## config.mk

```make
export PLATFORM = sky130hd
export DESIGN_NAME = pipe_em_skid_reg
export DESIGN_NICKNAME = d
export VERILOG_FILES = /design/src/rtl/pipe_em_skid_reg.sv
export SDC_FILE = /design/constraint.sdc
export NUM_CORES = 1
export LEC_CHECK = 0
export ABC_CLOCK_PERIOD_IN_PS = 2800
export BUFFER_PORTS_ARGS = -buffer_cell sky130_fd_sc_hd__buf_2
export CORE_MARGIN = 3
export CORE_UTILIZATION = 50
export DETAILED_ROUTE_END_ITERATION = 8
export GPL_ROUTABILITY_DRIVEN = 1
export PLACE_DENSITY = 0.75
export SETUP_SLACK_MARGIN = 0.2
export SLEW_MARGIN = 20
export SYNTH_ARGS = -nofsm -noshare
export SYNTH_HDL_FRONTEND = slang
export SYNTH_SLANG_ARGS = --single-unit
```

## constraint.sdc

```tcl
create_clock -name clock -period 2.8 [get_ports clock]
set_clock_uncertainty 0.1 [all_clocks]
set_input_delay 0.56 -clock clock [delete_from_list [all_inputs] [get_ports clock]]
set_output_delay 0.56 -clock clock [all_outputs]
set_load 0.005 [all_outputs]
```

## src/rtl/pipe_em_skid_reg.sv

```systemverilog
// pipe_em_skid_reg: EX/MEM pipeline register with valid/ready handshake and a
// one-entry skid buffer. The execute-side ready comes straight from a flop, so
// a memory-stage stall never forms a combinational path back into execute.
// A synchronous flush squashes both held entries. Bubbles present m_ctrl = 0.
// Optional feature: define PIPE_EM_FWD_EN to add the EX/MEM forwarding ports
// (fwd_rs, fwd_hit, fwd_data), which look only at the main register.
module pipe_em_skid_reg #(
    parameter int DATA_W = 32,
    parameter int RN_W   = 5,
    parameter int CTRL_W = 3
) (
    input  logic              clock,
    input  logic              resetn,
    input  logic              e_valid,
    output logic              e_ready,
    input  logic [CTRL_W-1:0] e_ctrl,
    input  logic [DATA_W-1:0] e_alu,
    input  logic [DATA_W-1:0] e_b,
    input  logic [RN_W-1:0]   e_rn,
    input  logic              flush,
    output logic              m_valid,
    input  logic              m_ready,
    output logic [CTRL_W-1:0] m_ctrl,
    output logic [DATA_W-1:0] m_alu,
    output logic [DATA_W-1:0] m_b,
    output logic [RN_W-1:0]   m_rn
`ifdef PIPE_EM_FWD_EN
    ,
    input  logic [RN_W-1:0]   fwd_rs,
    output logic              fwd_hit,
    output logic [DATA_W-1:0] fwd_data
`endif
);

    // Main (output-facing) register.
    logic              m_valid_r;
    logic [CTRL_W-1:0] m_ctrl_r;
    logic [DATA_W-1:0] m_alu_r;
    logic [DATA_W-1:0] m_b_r;
    logic [RN_W-1:0]   m_rn_r;

    // Skid register: catches the entry accepted in the first stall cycle.
    logic              s_valid_r;
    logic [CTRL_W-1:0] s_ctrl_r;
    logic [DATA_W-1:0] s_alu_r;
    logic [DATA_W-1:0] s_b_r;
    logic [RN_W-1:0]   s_rn_r;

    // Handshake decode.
    logic in_xfer_s;
    logic main_load_s;
    logic skid_load_s;
    logic skid_drain_s;

    // Transfer and load-enable decode; ready depends only on the skid flop.
    always_comb begin
        in_xfer_s    = 1'b0;
        main_load_s  = 1'b0;
        skid_load_s  = 1'b0;
        skid_drain_s = 1'b0;
        in_xfer_s    = e_valid & ~s_valid_r;
        main_load_s  = ~m_valid_r | m_ready;
        // Input goes to skid when main cannot take it directly: main is
        // stalled, or main is refilling from skid this cycle.
        skid_load_s  = in_xfer_s & (~main_load_s | s_valid_r);
        skid_drain_s = main_load_s & s_valid_r;
    end

    // Main register: flush squashes, otherwise skid has priority over input
    // so ordering is preserved; payload only changes on a load.
    always_ff @(posedge clock or negedge resetn) begin
        if (!resetn) begin
            m_valid_r <= 1'b0;
            m_ctrl_r  <= {CTRL_W{1'b0}};
            m_alu_r   <= {DATA_W{1'b0}};
            m_b_r     <= {DATA_W{1'b0}};
            m_rn_r    <= {RN_W{1'b0}};
        end else if (flush) begin
            m_valid_r <= 1'b0;
        end else if (main_load_s) begin
            if (s_valid_r) begin
                m_valid_r <= 1'b1;
                m_ctrl_r  <= s_ctrl_r;
                m_alu_r   <= s_alu_r;
                m_b_r     <= s_b_r;
                m_rn_r    <= s_rn_r;
            end else if (in_xfer_s) begin
                m_valid_r <= 1'b1;
                m_ctrl_r  <= e_ctrl;
                m_alu_r   <= e_alu;
                m_b_r     <= e_b;
                m_rn_r    <= e_rn;
            end else begin
                m_valid_r <= 1'b0;
            end
        end else begin
            m_valid_r <= m_valid_r;
        end
    end

    // Skid register: fills on a blocked input transfer, empties when main
    // takes its contents; a refill in the drain cycle cannot occur because
    // e_ready is low whenever the skid is occupied.
    always_ff @(posedge clock or negedge resetn) begin
        if (!resetn) begin
            s_valid_r <= 1'b0;
            s_ctrl_r  <= {CTRL_W{1'b0}};
            s_alu_r   <= {DATA_W{1'b0}};
            s_b_r     <= {DATA_W{1'b0}};
            s_rn_r    <= {RN_W{1'b0}};
        end else if (flush) begin
            s_valid_r <= 1'b0;
        end else if (skid_load_s) begin
            s_valid_r <= 1'b1;
            s_ctrl_r  <= e_ctrl;
            s_alu_r   <= e_alu;
            s_b_r     <= e_b;
            s_rn_r    <= e_rn;
        end else if (skid_drain_s) begin
            s_valid_r <= 1'b0;
        end else begin
            s_valid_r <= s_valid_r;
        end
    end

    assign e_ready = ~s_valid_r;
    assign m_valid = m_valid_r;
    // Bubbles never carry write-type control.
    assign m_ctrl  = m_ctrl_r & {CTRL_W{m_valid_r}};
    assign m_alu   = m_alu_r;
    assign m_b     = m_b_r;
    assign m_rn    = m_rn_r;

`ifdef PIPE_EM_FWD_EN
    // Forward a non-load ALU result from the main register; r0 never matches.
    assign fwd_hit  = m_valid_r & m_ctrl_r[0] & ~m_ctrl_r[1]
                    & (m_rn_r == fwd_rs) & (m_rn_r != {RN_W{1'b0}});
    assign fwd_data = m_alu_r;
`endif

endmodule

```

==> impl_metrics.json <==
{
  "grt_pass1_vias": 4151,
  "synthCells": 396,
  "p_leak_uw": 0.00356,
  "yosysUniqueCellTypes": 15,
  "ir_drop_mv": 0.427,
  "synth_nets": 473,
  "crit_start": "s_valid_r$_DFFE_PN0P_",
  "drc": 0,
  "rows": 40,
  "wire_per_inst_um": 17.5,
  "antennaDiodeCount": 0,
  "antenna_found_initial": 1,
  "area_growth_pct": 22.1,
  "synth_simple_gate_area_share": 0.0124,
  "die_h_um": 119,
  "grt_setup_unrepaired": "false",
  "critPathLaunchType": "register",
  "htreeDepth": 4,
  "clock_sinks": 146,
  "hpwl_um": 8710,
  "syn-cell-area_mm2": 0.00636,
  "clkTransAtPathRegs_ns": 0.05,
  "r2r_start": "m_valid$_DFFE_PN0P_",
  "dieArea_mm2": 0.0141,
  "post-route-min-period_ns": 1.96,
  "drv_cap": 0,
  "critPathBufInv": 3,
  "ys_ff_latch": 146,
  "cts_tree": "done",
  "finalMaxSlewViolations": 0,
  "holdWs_ns": 0.293,
  "crit_type": "register to primary output",
  "clk_latency_ns": 0.41,
  "postRouteAntennaNets": 0,
  "design_power_total_uw": 5720,
  "hold_path.class": "input pin to register",
  "finalSetupTns_ns": 0,
  "drive_gt1_frac": 0.706,
  "num_io_pins": 151,
  "tightest_slew_ns": 0.521,
  "fin_nets": 631,
  "firstDrtPassIters": 4,
  "endpoint_kind": "primary output",
  "finalHoldViolations": 0,
  "p_per_area_mw_per_mm2": 736,
  "fmax_ghz": 0.511,
  "drt_iter0_markers": 112,
  "start_util": 0.521,
  "cts_made_buffers": 17,
  "cp.arrival_ns": 1.30,
  "hp-start": "flush",
  "grt_max_degree": 49,
  "slew_headroom": 0.652,
  "crit_family": "flip-flops",
  "avgSynthCellArea_um2": 16.1,
  "ys_seq_area_frac": 0.574,
  "muxShareOfSynthArea": 0.382,
  "slowest_delay_ns": 0.50,
  "worst_path_max_delay_cell": "dfrtp_4",
  "critical_path_required_ns": 2.14,
  "grt-ovfl-total": 0,
  "port_buffers": 150,
  "synth-adder-area-share": 0,
  "synth_xor_area_frac": 0,
  "root_buffer": "clkbuf_16",
  "synth_compound_area_frac": 0.000786,
  "num_vias": 3777,
  "grt_first_pass_wirelength_um": 21100,
  "place_congestion": 0.748,
  "synth_top_family_by_area": "multiplexers",
  "crit_chain": "buf_12 -> inv_1 -> buf_2",
  "fin_crit_sh": 0.699,
  "routed_wl_um": 12700,
  "path_max_fanout": 41,
  "coreArea_mm2": 0.0122,
  "status": "finished, final reports clean",
  "synthTopCellsByArea": "dfrtp_1 57%, mux2_2 37%, buf_6 2.1%",
  "setup_viol": 0,
  "yosysTopAreaCell": "dfrtp_1",
  "ys.warnings.count": 0,
  "track_usage": 0.190,
  "yosysTopAreaCellShare": 0.574,
  "cts_resized": 0,
  "avgViaCountPerCell": 5.18,
  "die_width_um": 119,
  "cts_buffer_depth": 2
}
synthesized netlist by cell type:
cell type	number
a21oi_1	1
and2_1	3
buf_2	8
buf_4	2
buf_6	12
dfrtp_1	146
inv_1	1
mux2_1	6
mux2_2	210
nand3_2	1
nor2_1	2
nor2b_4	1
nor3_1	1
nor3_4	1
or2b_1	1
layout by cell type, fill, tap and decap left out, types with 2 or more instances in the layout:
cell,n
and2_1,3
buf_12,2
buf_2,149
buf_4,8
clkbuf_1,4
clkbuf_16,17
clkbuf_8,5
dfrtp_1,145
mux2_1,6
mux2_2,210
nor2_1,2
power breakdown:
group          switching, uW  internal, uW  total, uW
combinational            349           589        938
clock                    757          1220       1980
sequential               228          2580       2810
total                   1330          4390       5720
per-layer routing:
layer | up-vias | global-route usage | wire length [um]
li1 | 1734 | - | -
met1 | 1911 | 0.236 | 5490
met2 | 110 | 0.311 | 6280
met3 | 20 | 0.0579 | 766
met4 | 2 | 0.0731 | 201
met5 | - | 0 | 7
area by class of cell:
cell class                 instances  area (um^2)
tap                              168          210
fill                             962         4440
clock buffer                      26          509
multi-input combinational        227         2520
inverter                           1         3.75
timing repair buffer             161          867
sequential                       146         3660
stage by stage:
| stage | std cells | setup slack (ns) | instance area (um^2) | utilization |
|---|---|---|---|---|
| after floorplan | 396 | 1.07 | 6360 | - |
| after global placement | 702 | 0.807 | 7250 | 0.594 |
| after detailed placement | 702 | 0.756 | 7250 | 0.594 |
| after CTS | 729 | 0.819 | 7770 | 0.636 |
| after global routing | 729 | 0.788 | 7770 | 0.636 |
| final | 729 | 0.842 | 7770 | 0.636 |
path summary, 6_finish.rpt:
check                                     endpoint  slack, ns  depth (start not counted)
setup / recovery                           e_ready       0.84                          3
hold / removal                 m_valid$_DFFE_PN0P_       0.29                          2
setup reg to reg               m_b[17]$_DFFE_PN0P_       0.90                          4
hold reg to reg               m_alu[3]$_DFFE_PN0P_       0.38                          1
max in group asynchronous  s_alu_r[18]$_DFFE_PN0P_       1.29                          3
min in group asynchronous     s_b_r[7]$_DFFE_PN0P_       0.51                          2
registers in the layout, summed over array words and instances, names as in the netlist, 3 cells and up:
register	cells
s_b_r	32
m_rn	5
s_ctrl_r	3
m_ctrl_r	3
m_b	32
m_alu	32
s_rn_r	5
s_alu_r	32
cell families (layout without fill, tap and decap cells):
logic type             after synthesis  in the layout
AOI/OAI and AO/OA                    1              1
and+or+nand+nor                     10             10
muxes                              216            216
DFF                                146            146
buffers and inverters               23            188
what timing repair did:
action / CTS / global route
hold buffers: 1 / 0
endpoints found under the hold margin: 35 / 0
setup endpoints to repair: 0 / 0
setup buffers: 0 / 0
Note: power is estimated with default switching activity, not from simulation.
